<file path="src/rtl/vcode_val_seq.sv">
// Receive-side RIFL frame validator: serial CRC with the expected frame ID folded in,
// data/control classification, go-back-N sequencing with NACK requests, and link statistics.
module vcode_val_seq #(
  parameter int                   FRAME_WIDTH     = 256,
  parameter int                   DWIDTH          = 64,
  parameter int                   CRC_WIDTH       = 12,
  parameter logic [CRC_WIDTH-1:0] CRC_POLY        = 12'h02f,
  parameter int                   FRAME_ID_WIDTH  = 8,
  parameter int                   ROLLBACK_CYCLES = 16,
  parameter int                   STAT_WIDTH      = 32
) (
  input  logic                      clk,
  input  logic                      rst,
  input  logic                      sof,
  input  logic                      rx_up,
  input  logic [DWIDTH-1:0]         data_in,
  input  logic                      clear_stats,
  output logic                      crc_good_out,
  output logic                      ctrl_good_out,
  output logic                      isdata,
  output logic                      rx_error,
  output logic                      nack_req,
  output logic [FRAME_ID_WIDTH-1:0] nack_id,
  output logic [STAT_WIDTH-1:0]     good_cnt,
  output logic [STAT_WIDTH-1:0]     err_cnt,
  output logic [STAT_WIDTH-1:0]     dup_cnt,
  output logic [STAT_WIDTH-1:0]     abort_cnt
);

  localparam int BEATS = FRAME_WIDTH / DWIDTH;
  localparam int BW    = (BEATS > 1) ? $clog2(BEATS) : 1;
  localparam logic [BW-1:0]             LAST_BEAT = BW'(BEATS - 1);
  localparam logic [FRAME_ID_WIDTH-1:0] ROLLBACK  = FRAME_ID_WIDTH'(ROLLBACK_CYCLES);
  localparam logic [DWIDTH-1:0]         TAIL_MASK = {{(DWIDTH-CRC_WIDTH){1'b1}}, {CRC_WIDTH{1'b0}}};
  localparam logic [1:0]                HDR_DATA  = 2'b01;
  localparam logic [1:0]                HDR_CTRL  = 2'b10;

  typedef enum logic {S_IDLE, S_BUSY} state_t;

  state_t                    state, state_nx;
  logic [BW-1:0]             beat_cnt, beat_cnt_nx;
  logic [CRC_WIDTH-1:0]      crc_acc, crc_cur;
  logic [1:0]                hdr_q, hdr_cur;
  logic [FRAME_ID_WIDTH-1:0] frame_id, threshold, frame_id_inc;
  logic                      start, abort_drop, abort_early, beat_live, is_tail;
  logic                      crc_ok, hdr_data, hdr_ctrl;
  logic                      take_good, take_dup, take_ctrl, take_err;
  logic                      isdata_q;
  logic [3:0]                stat_inc;
  logic [3:0][STAT_WIDTH-1:0] stats;

  function automatic logic [CRC_WIDTH-1:0] crc_step(input logic [CRC_WIDTH-1:0] c_in,
                                                     input logic [DWIDTH-1:0]    d);
    logic [CRC_WIDTH-1:0] c;
    logic                 fb;
    c = c_in;
    for (int i = DWIDTH - 1; i >= 0; i--) begin
      fb = c[CRC_WIDTH-1] ^ d[i];
      c  = {c[CRC_WIDTH-2:0], 1'b0} ^ (fb ? CRC_POLY : '0);
    end
    return c;
  endfunction

  always_ff @(posedge clk) begin
    if (rst) begin
      state    <= S_IDLE;
      beat_cnt <= '0;
    end else begin
      state    <= state_nx;
      beat_cnt <= beat_cnt_nx;
    end
  end

  // A sof while busy drops the partial frame and restarts at beat 0 in the same cycle.
  always_comb begin
    state_nx    = state;
    beat_cnt_nx = beat_cnt;
    start       = sof & rx_up;
    abort_drop  = 1'b0;
    abort_early = 1'b0;
    beat_live   = 1'b0;
    is_tail     = 1'b0;
    case (state)
      S_IDLE: begin
        if (start) begin
          beat_live = 1'b1;
          if (BEATS == 1) begin
            is_tail = 1'b1;
          end else begin
            state_nx    = S_BUSY;
            beat_cnt_nx = BW'(1);
          end
        end
      end
      S_BUSY: begin
        if (!rx_up) begin
          abort_drop  = 1'b1;
          state_nx    = S_IDLE;
          beat_cnt_nx = '0;
        end else if (sof) begin
          abort_early = 1'b1;
          beat_live   = 1'b1;
          beat_cnt_nx = BW'(1);
        end else begin
          beat_live = 1'b1;
          if (beat_cnt == LAST_BEAT) begin
            is_tail     = 1'b1;
            state_nx    = S_IDLE;
            beat_cnt_nx = '0;
          end else begin
            beat_cnt_nx = beat_cnt + 1'b1;
          end
        end
      end
      default: begin
        state_nx    = S_IDLE;
        beat_cnt_nx = '0;
      end
    endcase
  end

  // The CRC field is zeroed while it passes through the LFSR, then compared against crc ^ ID.
  always_comb begin
    crc_cur      = crc_step(start ? '0 : crc_acc, is_tail ? (data_in & TAIL_MASK) : data_in);
    hdr_cur      = start ? data_in[DWIDTH-1 -: 2] : hdr_q;
    hdr_data     = (hdr_cur == HDR_DATA);
    hdr_ctrl     = (hdr_cur == HDR_CTRL);
    crc_ok       = (data_in[CRC_WIDTH-1:0] == (crc_cur ^ CRC_WIDTH'(frame_id)));
    frame_id_inc = frame_id + 1'b1;
    take_good    = is_tail & hdr_data & crc_ok & (frame_id == threshold);
    take_dup     = is_tail & hdr_data & crc_ok & (frame_id != threshold);
    take_ctrl    = is_tail & hdr_ctrl & crc_ok;
    take_err     = is_tail & (~crc_ok | ~(hdr_data | hdr_ctrl));
    stat_inc     = {abort_drop | abort_early, take_dup, take_err, take_good};
  end

  always_ff @(posedge clk) begin
    if (rst) begin
      crc_acc       <= '0;
      hdr_q         <= '0;
      frame_id      <= '0;
      threshold     <= '0;
      crc_good_out  <= 1'b0;
      ctrl_good_out <= 1'b0;
      nack_req      <= 1'b0;
      nack_id       <= '0;
      rx_error      <= 1'b0;
      isdata_q      <= 1'b0;
    end else begin
      crc_acc       <= (beat_live && !is_tail) ? crc_cur : '0;
      crc_good_out  <= take_good;
      ctrl_good_out <= take_ctrl;
      nack_req      <= take_err;
      if (start) begin
        hdr_q <= data_in[DWIDTH-1 -: 2];
      end
      if (take_err) begin
        frame_id <= threshold - ROLLBACK;
        nack_id  <= threshold;
      end else if (take_good) begin
        frame_id  <= frame_id_inc;
        threshold <= threshold + 1'b1;
      end else if (take_dup) begin
        frame_id <= frame_id_inc;
      end
      // Recovery ends once the replay reaches the frame just before the one that failed.
      if (take_err) begin
        rx_error <= 1'b1;
      end else if (is_tail && frame_id_inc == threshold) begin
        rx_error <= 1'b0;
      end
      if (start && !is_tail) begin
        isdata_q <= (data_in[DWIDTH-1 -: 2] == HDR_DATA);
      end else if (is_tail || abort_drop) begin
        isdata_q <= 1'b0;
      end
    end
  end

  always_ff @(posedge clk) begin
    if (rst || clear_stats) begin
      stats <= '0;
    end else begin
      for (int i = 0; i < 4; i++) begin
        if (stat_inc[i] && stats[i] != '1) begin
          stats[i] <= stats[i] + 1'b1;
        end
      end
    end
  end

  assign isdata    = isdata_q & rx_up;
  assign good_cnt  = stats[0];
  assign err_cnt   = stats[1];
  assign dup_cnt   = stats[2];
  assign abort_cnt = stats[3];

endmodule

</file>
<file path="config.mk">
export PLATFORM = sky130hd
export DESIGN_NAME = vcode_val_seq
export DESIGN_NICKNAME = d
export VERILOG_FILES = /design/src/rtl/vcode_val_seq.sv
export SDC_FILE = /design/constraint.sdc
export NUM_CORES = 1
export LEC_CHECK = 0
export CAP_MARGIN = 20
export CORE_UTILIZATION = 51
export CTS_BUF_LIST = sky130_fd_sc_hd__clkbuf_8
export DETAILED_ROUTE_END_ITERATION = 8
export PLACE_DENSITY = 0.79
export SETUP_SLACK_MARGIN = 0.3
export SYNTH_ARGS = -nofsm -noshare
export SYNTH_HDL_FRONTEND = slang
export SYNTH_SLANG_ARGS = --single-unit
</file>
<file path="constraint.sdc">
create_clock -name clk -period 7 [get_ports clk]
set_input_delay 0.7 -clock clk [delete_from_list [all_inputs] [get_ports clk]]
set_output_delay 0.7 -clock clk [all_outputs]
set_load 0.005 [all_outputs]
</file>
# ---- Yosys cells after proc, flatten, opt, wreduce, memory -nomap -nowiden
# Cells that the tools add are included.
dict set report totals {
  reg_bits 174
  elab_cells 293
  out_inout_bits 141
}
dict set report classes {
  eq_ne 13
  reduce_logical 15
  add_sub_neg 8
  bitwise 146
  n_mux 95
}
# cell count
set op_table {}
lappend op_table {{12-bit by 6-bit XOR with 12-bit output} 64}
lappend op_table {{6-bit 2-to-1 mux} 64}
lappend op_table {{32-bit by 1-bit adder with 32-bit output, second input constant} 4}
lappend op_table {{32-bit != test, second input constant} 4}
lappend op_table {{1-bit XOR} 64}
lappend op_table {{12-bit 2-to-1 mux} 2}
lappend op_table {{8-bit 2-to-1 mux} 3}
lappend op_table {{1-bit 2-to-1 mux} 18}
lappend op_table {{8-bit by 1-bit adder with 8-bit output, second input constant} 2}
lappend op_table {{8-bit equality test} 2}
lappend op_table {{12-bit equality test} 1}
lappend op_table {{12-bit by 8-bit XOR with 12-bit output} 1}
lappend op_table {{2-bit 2-to-1 mux} 5}
lappend op_table {{1-bit bitwise AND} 9}
lappend op_table {{8-bit != test} 1}
lappend op_table {{8-bit by 5-bit subtractor with 8-bit output, second input constant} 1}
lappend op_table {{1-bit logical AND} 7}
lappend op_table {{1-bit inverter} 5}
lappend op_table {{2-bit by 1-bit equality test with 1-bit output, second input constant} 2}
lappend op_table {{2-bit equality test, second input constant} 2}
lappend op_table {{1-bit one-hot mux with 2 select lines} 2}
lappend op_table {{2-bit one-hot mux with 2 select lines} 1}
lappend op_table {{2-bit nonzero test} 2}
lappend op_table {{1-bit bitwise OR} 3}
lappend op_table {{7 further kinds} 8}

# ---- Longest topological paths before layout
# Gate-level depths: netlist of run 1.
dict set report logic_depth {
  ltp_word 201
  ltp_mapped 21
  mapped_depth_nobuf 17
}

# ---- Worst setup path before layout of run 1
# Ideal clock, no wire load.
dict set report synth_path {
  kind {input to register}
  from {in rx_up}
  to {reg threshold[3]}
  path_slack_ns -0.202
  stages 19
  n_path_buf 2
  t_arrival_ns 7.131
  cell_sequence {buf_2 -> a21boi_1 -> xnor3_1 -> xnor2_1 -> xnor3_1 -> xor2_1 -> xnor3_2 -> xor3_1 -> xor3_2 -> xnor3_1 -> xnor2_2 -> xnor3_1 -> xnor3_1 -> or3_1 -> a2111o_1 -> or4_1 -> buf_2 -> or4_1 -> a21oi_1}
}
dict set report synth_via {
  elab_chain_cells 93
  elab_cells_between_ends 212
}
# item line_no
set synth_lines {}
lappend synth_lines {{from (decl)} 15} ;# input logic rx_up,
lappend synth_lines {{1-bit bitwise AND} 78} ;# start = sof & rx_up;
lappend synth_lines {{12-bit 2-to-1 mux} 124} ;# crc_cur = crc_step(start ? '0 : crc_acc, is_tail ? (data_in & TAIL_MASK) : data_in);
lappend synth_lines {{1-bit XOR} 58} ;# fb = c[CRC_WIDTH-1] ^ d[i];
lappend synth_lines {{6-bit 2-to-1 mux} 59} ;# c = {c[CRC_WIDTH-2:0], 1'b0} ^ (fb ? CRC_POLY : '0);
lappend synth_lines {{12-bit by 6-bit XOR with 12-bit output (7 in series)} 59}
lappend synth_lines {{1-bit XOR} 58}
lappend synth_lines {{6-bit 2-to-1 mux} 59}
lappend synth_lines {{12-bit by 6-bit XOR with 12-bit output (7 in series)} 59}
lappend synth_lines {{[... 65 more ...]} n/a}
lappend synth_lines {{12-bit by 6-bit XOR with 12-bit output} 59}
lappend synth_lines {{12-bit by 8-bit XOR with 12-bit output} 128} ;# crc_ok = (data_in[CRC_WIDTH-1:0] == (crc_cur ^ CRC_WIDTH'(frame_id)));
lappend synth_lines {{12-bit equality test} 128}
lappend synth_lines {{1-bit inverter} 133} ;# take_err = is_tail & (~crc_ok | ~(hdr_data | hdr_ctrl));
lappend synth_lines {{1-bit bitwise OR} 133}
lappend synth_lines {{1-bit bitwise AND} 133}
lappend synth_lines {{1-bit inverter (no source line)} n/a}
lappend synth_lines {{2-bit AND reduction (no source line) (*)} n/a}
lappend synth_lines {{to (signal assigned)} 162} ;# threshold <= threshold + 1'b1;
lappend synth_lines {{to (decl)} 44} ;# logic [FRAME_ID_WIDTH-1:0] frame_id, threshold, frame_id_inc;
# Every way passes the cells marked *; elsewhere a longest branch is shown, timed or not.
# A chain may end at the register's enable or synchronous reset.

# ---- Worst setup path after layout of run 1
dict set report layout_path {
  from {in sof}
  to {reg stats, in the netlist dup_cnt[26]}
}
dict set report layout_via {
  elab_chain_cells 91
  elab_cells_between_ends 206
}
# item line_no
set layout_lines {}
lappend layout_lines {{from (decl)} 14} ;# input logic sof,
lappend layout_lines {{1-bit bitwise AND} 78}
lappend layout_lines {{12-bit 2-to-1 mux} 124}
lappend layout_lines {{1-bit XOR} 58}
lappend layout_lines {{6-bit 2-to-1 mux} 59}
lappend layout_lines {{12-bit by 6-bit XOR with 12-bit output (7 in series)} 59}
lappend layout_lines {{1-bit XOR} 58}
lappend layout_lines {{6-bit 2-to-1 mux} 59}
lappend layout_lines {{12-bit by 6-bit XOR with 12-bit output (7 in series)} 59}
lappend layout_lines {{[... 56 more ...]} n/a}
lappend layout_lines {{12-bit by 6-bit XOR with 12-bit output (7 in series)} 59}
lappend layout_lines {{1-bit XOR} 58}
lappend layout_lines {{6-bit 2-to-1 mux} 59}
lappend layout_lines {{12-bit by 6-bit XOR with 12-bit output} 59}
lappend layout_lines {{12-bit by 8-bit XOR with 12-bit output} 128}
lappend layout_lines {{12-bit equality test} 128}
lappend layout_lines {{1-bit bitwise AND (*) (2 in series)} 131} ;# take_dup = is_tail & hdr_data & crc_ok & (frame_id != threshold);
lappend layout_lines {{1-bit logical AND (*)} 185} ;# if (stat_inc[i] && stats[i] != '1) begin
lappend layout_lines {{to (signal, indexed assignment)} 186} ;# stats[i] <= stats[i] + 1'b1;
lappend layout_lines {{to (decl)} 50} ;# logic [3:0][STAT_WIDTH-1:0] stats;
# Marks and branches as above.

==> results of run 1 <==
==> per-layer routing <==
layer | global-route usage | vias to the layer above | share of wire | routed length (um)
met2 | 0.5166 | 503 | 0.51 | 22730
met3 | 0.04901 | 143 | 0.058 | 2587
li1 | - | 5925 | - | -
met4 | 0.1181 | 0 | 0.047 | 2102
met5 | 0 | - | 0 | 0
met1 | 0.3515 | 6124 | 0.38 | 17010
==> synthesized netlist by cell type, drive strengths merged (4+ instances only) <==
cell type  count  share of area
a2111oi        4         0.0033
a21boi         5         0.0042
a21oi        122          0.046
a31oi          6         0.0028
and2          12         0.0057
and3          31          0.015
and4           6         0.0040
buf           10         0.0045
clkbuf        68          0.019
dfxtp        174           0.26
ha            11          0.010
inv           36          0.010
mux2i          8         0.0060
nand2        110          0.031
nand3         51          0.019
nand4         31          0.015
nand4b         7         0.0046
nor2          91          0.026
nor3          12         0.0045
nor4           4         0.0019
o21ai         29          0.011
o31ai         71          0.040
o41ai          9         0.0065
or3           18         0.0085
or4           72          0.041
xnor2        159           0.12
xnor3         93           0.16
xor2          93          0.066
xor3          23          0.041
==> state kept, by name, indices dropped and copies added, names as in the netlist, 2 cells and up <==
| name | flops |
|---|---|
| abort_cnt | 32 |
| beat_cnt | 2 |
| crc_acc | 12 |
| dup_cnt | 32 |
| err_cnt | 32 |
| frame_id | 8 |
| good_cnt | 32 |
| hdr_q | 2 |
| nack_id | 8 |
| threshold | 8 |
==> cells by family (layout without fill, tap and decap cells) <==
group,count (synthesis),in the layout
other,0,1
buffers and inverters,114,596
multiplexers,10,10
AO/OA/AOI/OAI,256,256
adder cells (fa/ha/maj),11,11
flip-flops,174,174
XOR/XNOR,368,368
AND/OR/NAND/NOR,459,459
==> worst register-to-register path, stage by stage (launching register included) <==
cell and delay (ns):
dfxtp_1 0.41, a21boi_4 0.34, xnor2_2 0.15, xnor2_2 0.28, xnor3_2 0.48, xnor2_2 0.17
buf_4 0.15, xnor2_1 0.17, buf_4 0.15, xor3_2 0.49, xor3_1 0.45, xnor3_1 0.45
xnor3_1 0.41, xnor3_2 0.45, xnor2_2 0.21, buf_4 0.14, nand3_2 0.09, buf_4 0.15
a2111oi_4 0.33, buf_4 0.17, buf_4 0.12, nand4_1 0.09, buf_6 0.16, buf_12 0.14
or4_1 0.42, a21oi_1 0.18
==> metrics by stage <==
| step | setup slack (ns) | cells | hold slack [ns] |
|---|---|---|---|
| 6_report | 0.1544 | 2205 | 0.4620 |
| 2_1_floorplan | 0.2443 | 1392 | 0.4527 |
| 5_1_grt | -0.01066 | 2205 | 0.4795 |
| 4_1_cts | 0.2487 | 2137 | 0.4659 |
| 3_5_place_dp | -0.5222 | 2061 | 0.4510 |
| 3_3_place_gp | -0.3762 | 2061 | 0.4454 |
==> final cells by class <==
type                       count  share of cell area
sequential                   174              0.1751
tap                          330             0.02074
clock buffer                  17             0.01175
antenna                        1           0.0001257
inverter                      36            0.006789
timing repair buffer         528              0.2446
multi-input combinational   1104              0.5305
clock inverter                15             0.01043
==> path summary, 6_finish.rpt <==
check	slack, ns	cells after the start	end	from
worst min register to register	0.46	2	nack_id[6]	nack_id[6]
worst max register to register	0.21	25	dup_cnt[26]	crc_acc[5]
worst min-delay path	0.46	2	nack_id[6]	nack_id[6]
worst max-delay path	0.15	27	dup_cnt[26]	sof
==> cells in the final DEF, fill, tap and decap left out, types with 7 or more instances in the layout <==
cell type        netlist  layout
xor3_1                20      14
buf_6                  1      29
nand2_1              109     103
dfxtp_1              174     172
xor2_2                 8      18
dlymetal6s2s_1         0      10
and2_1                12      12
xnor2_1              144      87
buf_4                  2     271
xnor2_2               12      52
and3_1                31      31
inv_1                 36      36
ha_1                  11      11
nand4b_1               7       7
nand4_1               31      31
a21oi_2                1      17
clkbuf_8               0      17
or3_1                 18      16
nor3_1                12      12
or4_4                  0      12
o21ai_0               29      29
buf_12                 0      13
xor2_1                85      66
clkdlybuf4s50_1        0     189
xor3_2                 3       9
xnor2_4                3      20
nor2_1                91      90
xor2_4                 0       9
o31ai_1               71      67
nand3_1               51      50
xnor3_2               10      40
a21oi_1              121     105
or4_1                 72      60
xnor3_1               83      53
==> timing repair <==
item                                    4_1_cts  5_1_grt
pin swaps                                    50       88
resized for setup                            72      140
gates cloned                                  3        4
endpoints found under the setup margin      117      121
setup buffers                                41       62
==> results.yml, run 1 <==
status:
  outcome: "complete, no violations"
detailed_routing:
  detail_route.wl_per_cell_um: 20.15
  first_pass_iters: 7
  route.detailed.vias_per_inst: 5.757
  drcViolationCount: 0
  antenna_violating_nets_post_route: 0
  wirelength_um: 44430
  initialDrtViolationCount: 1016
  via_count: 12695
critical_path:
  crit_path_top_delay_cell: "xor3_2"
  timing.critical_path.buf_inv: 10
  setup.worst_path.start_class: "input pin"
  path_max_fanout: 20
  timing.setup.critical_path_class: "in -> reg"
  path_common_cell: "buf_4"
  critical_path.endpoint_type: "flop"
  critPathRequiredTime_ns: 7.42
  worst_path_dominant_cell_family: "XOR/XNOR gates"
  timing.critical_path.slowest_cell_delay_ns: 0.49
  cp_data_arrival_time_ns: 7.26
synthesis:
  synth_top_family_by_area: "XOR/XNOR gates"
  synth_edf_count: 0
  syn-mean-instance-area_um2: 9.540
  synth-async-reset-ratio: 0
  postSynthCellCount: 1392
  synth-compound-area-share: 0.1213
  netlist_area_mm2: 0.01328
  synth-simple-area-share: 0.1826
  synthFlopType: "dfxtp_1"
  yosys_cell_types: 60
  syn-num-nets: 1472
  xor_xnor_share_of_the_synthesized_area: 0.3819
  post_synth_adder_cell_area: 0.01036
  synth.mux.area_fraction: 0.007726
  synthesis.yosys.warnings: 0
  postSynthRegisterBits: 174
  yosysSeqAreaShare: 0.2623
die:
  floorplan.io_pins: 210
  initial_core_utilization: 0.5244
  die_h_um: 163.4
  dieArea_mm2: 0.02669
  core_area_mm2: 0.02533
  placementRows: 58
  die_w_um: 163.4
cells_and_area:
  layout.filler_cells: 1570
  nets: 1941
  multi_input_comb_area_mm2: 0.01056
  layout-area-overhead-vs-synth_pct: 49.89
  seqCellArea_mm2: 0.003486
  drive_above_1_share: 0.3047
  finish.utilization: 0.7859
  stdcell_area_mm2: 0.01991
min_path:
  hold_path_class: "reg -> reg"
clocking:
  clock_sinks: 174
  ctsRootBufferMaster: "clkbuf_8"
  cts-root-to-sink-buffers: 2
  clk_pin_slew_ns: 0.12
  clock_insertion_delay_worst_skew_ns: 0.49
  hold_buffers: 0
  h-tree-depth: 4
  cts_tree: "done"
  cts-buffers-inserted: 17
global_route:
  largest_net_degree_at_the_start_of_global_routing: 97
  grt_antenna_before_repair: 1
  grt_pass1_vias: 11872
  global_route.usage.total: 0.2926
  grt_overflow: 0
  grt_first_pass_wirelength_um: 61220
timing:
  fin_worst_skew_ns: 0.02113
  fin_tns_setup_ns: 0
  grt_setup_unrepaired: "yes"
  slew_headroom: 0.2905
  timing.final.max_slew_violations: 0
  final_min_period_over_clock_period: 0.9779
  finalSetupViolCount: 0
  hold_viol_final: 0
  clock.fmax_mhz: 146.1
  tightest_slew_ns: 1.064
  period_minus_slack_ns: 6.846
placement:
  final_estimated_routing_congestion_in_global_placement: 0.9240
  buffer_ports.inserted: 209
  post_detailed_placement_cell_area_mm2: 0.01745
  detailed_place_hpwl_um: 27980
run:
  cap_viol_max_count: 0
Power of run 1 is not shown: default switching activity piles up to over one toggle a cycle in this logic, so the estimate is an artifact.
==> run 2: changes to the inputs <==
- ABC_AREA: default -> 1
- CORE_UTILIZATION: 51 -> 52
==> results.yml, run 2 <==
status:
  outcome: "complete, no violations"
detailed_routing:
  initialDrtViolationCount: 1403
  route.detailed.vias_per_inst: 5.491
  detail_route.wl_per_cell_um: 15.05
  via_count: 18142
  wirelength_um: 49730
  antenna_violating_nets_post_route: 0
  first_pass_iters: 6
  drcViolationCount: 0
critical_path:
  timing.critical_path.slowest_cell_delay_ns: 0.50
  worst_path_dominant_cell_family: "simple AND/OR/NAND/NOR gates"
  timing.setup.critical_path_class: "in -> reg"
  setup.worst_path.start_class: "input pin"
  critical_path.endpoint_type: "flop"
  path_common_cell: "nand2_1"
  critPathRequiredTime_ns: 7.31
  critical_path.reg2reg.startpoint: "crc_acc[9]"
  timing.critical_path.buf_inv: 9
  path_max_fanout: 8
  cp_data_arrival_time_ns: 6.65
  timing.critical_path.from: "data_in[59]"
  crit_path_top_delay_cell: "clkdlybuf4s50_1"
synthesis:
  synth_top_cell_by_area: "nand2_1"
  synth-async-reset-ratio: 0
  synthFlopType: "dfxtp_1"
  yosys_cell_types: 45
  postSynthCellCount: 2687
  netlist_area_mm2: 0.01544
  synth_top_area_frac: 0.2394
  syn-num-nets: 2767
  synth.top_cells.by_count: "985 x nand2_1, 334 x nand3_1, 255 x inv_1, 174 x dfxtp_1, 167 x nor2_1"
  postSynthRegisterBits: 174
  synth_edf_count: 0
  yosys.cell_count.top_type: "nand2_1"
  synthesis.yosys.warnings: 0
  syn-mean-instance-area_um2: 5.748
  cell_types_occupying_the_most_area_after_synthesis: "nand2_1 24%, dfxtp_1 23%, nand3_1 11%, inv_1 6.2%, xor2_1 6.0%"
  yosysSeqAreaShare: 0.2256
cells_and_area:
  stdcell_area_mm2: 0.01902
  finish.utilization: 0.6574
  layout_common_cells: "924 x nand2_1, 321 x nand3_1, 255 x inv_1"
  final_cells: 3304
  nets: 2983
  layout-area-overhead-vs-synth_pct: 23.18
  most_common_cell_after_layout_fill_and_taps_aside: "nand2_1"
  drive_above_1_share: 0.1163
global_route:
  grt_first_pass_wirelength_um: 79740
  grt_pass1_vias: 16658
  grt_antenna_before_repair: 4
  grt_overflow: 0
  largest_net_degree_at_the_start_of_global_routing: 93
  global_route.usage.total: 0.3160
placement:
  buffer_ports.inserted: 209
  place_inst: 3252
  final_estimated_routing_congestion_in_global_placement: 0.9885
  place_ws_ns: -0.2290
  detailed_place_hpwl_um: 38070
  post_detailed_placement_cell_area_mm2: 0.01801
min_path:
  min-delay-start: "nack_id[2]"
  hold_path_class: "reg -> reg"
timing:
  final_min_period_over_clock_period: 0.9058
  slew_headroom: 0.3041
  grt_setup_unrepaired: "no"
  tightest_slew_ns: 1.044
  setup_ws_ns: 0.6594
  fin_worst_skew_ns: 0.01582
  timing.final.max_slew_violations: 0
  finalSetupViolCount: 0
  hold_viol_final: 0
  period_minus_slack_ns: 6.341
  clock.fmax_mhz: 157.7
die:
  placementRows: 62
  initial_core_utilization: 0.5337
  core_area_mm2: 0.02894
  die_w_um: 174.3
  die_h_um: 174.3
  floorplan.io_pins: 210
  dieArea_mm2: 0.03039
clocking:
  clock_insertion_delay_worst_skew_ns: 0.48
  ctsRootBufferMaster: "clkbuf_8"
  cts_tree: "done"
  cts-buffers-inserted: 17
  cts-root-to-sink-buffers: 2
  clock_sinks: 174
  clk_pin_slew_ns: 0.09
  hold_buffers: 0
  h-tree-depth: 4
run:
  cap_viol_max_count: 0
-- run 2: cell count changes after synthesis, moves of 29 or more --
cell / delta
inv_1: +219
and3_1: -29
xnor2_1: -119
nor3_1: +54
o31ai_1: -71
nor2_1: +76
nand3_1: +283
nand2_1: +876
nand4_1: +62
inv_2: +43
nand2_2: +86
clkbuf_1: -40
xnor3_1: -83
or4_1: -72
-- run 2: timing repair --
action                                  4_1_cts  5_1_grt
endpoints found under the setup margin       39      124
buffers inserted                              0       11
gates resized for setup                       3      116
cloned                                        1        4
pin swaps                                     1       20
-- run 2: tightest hold or removal path: cells and delay by family, from the launching register on --
family	cells	cell delay, ns
flip-flops	1	0.32
AND/OR/NAND/NOR	1	0.06
AO/OA/AOI/OAI	1	0.05
-- run 2: final timing paths --
kind	endpoint	slack [ns]	cells past startpoint
hold reg to reg	nack_id[2]	0.47	2
setup reg to reg	dup_cnt[20]	0.91	54
setup / recovery	dup_cnt[20]	0.66	55
hold / removal	nack_id[2]	0.47	2
-- run 2: logic make-up after synthesis --
| kind of cell | after synthesis | share of synthesized area |
|---|---|---|
| AOI/OAI and AO/OA | 184 | 0.06247 |
| and+or+nand+nor | 1821 | 0.5310 |
| adders and majority gates | 11 | 0.008912 |
| buffers and inverters | 366 | 0.09779 |
| xor gates and xnor gates | 131 | 0.07429 |
| DFF | 174 | 0.2256 |
-- run 2: final cells by class --
type,count,area [um2]
Multi-Input combinational cell,2148,10860
Fill cell,2750,9912
Sequential cell,174,3483
Timing Repair Buffer,263,2646
Inverter,299,1122
Tap cell,384,480.5
Clock buffer,19,261.5
Clock inverter,13,161.4
Antenna cell,4,10.01
-- run 2: metal layers --
| metal | vias to the layer above | GRT usage | routed length, um |
|---|---|---|---|
| met3 | 91 | 0.06059 | 3738 |
| met1 | 8215 | 0.3840 | 20520 |
| met5 | - | 0 | 0 |
| met2 | 690 | 0.5488 | 24150 |
| met4 | 0 | 0.1188 | 1329 |
| li1 | 9146 | - | - |
-- run 2: metrics by stage --
| stage | hold slack [ns] | setup TNS (ns) |
|---|---|---|
| detailed placement | 0.4581 | -19.23 |
| global route | 0.4754 | 0 |
| finish | 0.4691 | 0 |
| CTS | 0.4716 | 0 |
| global placement | 0.4489 | -3.929 |
| floorplan | 0.4566 | 0 |
Power of run 2 is left out for the same reason.
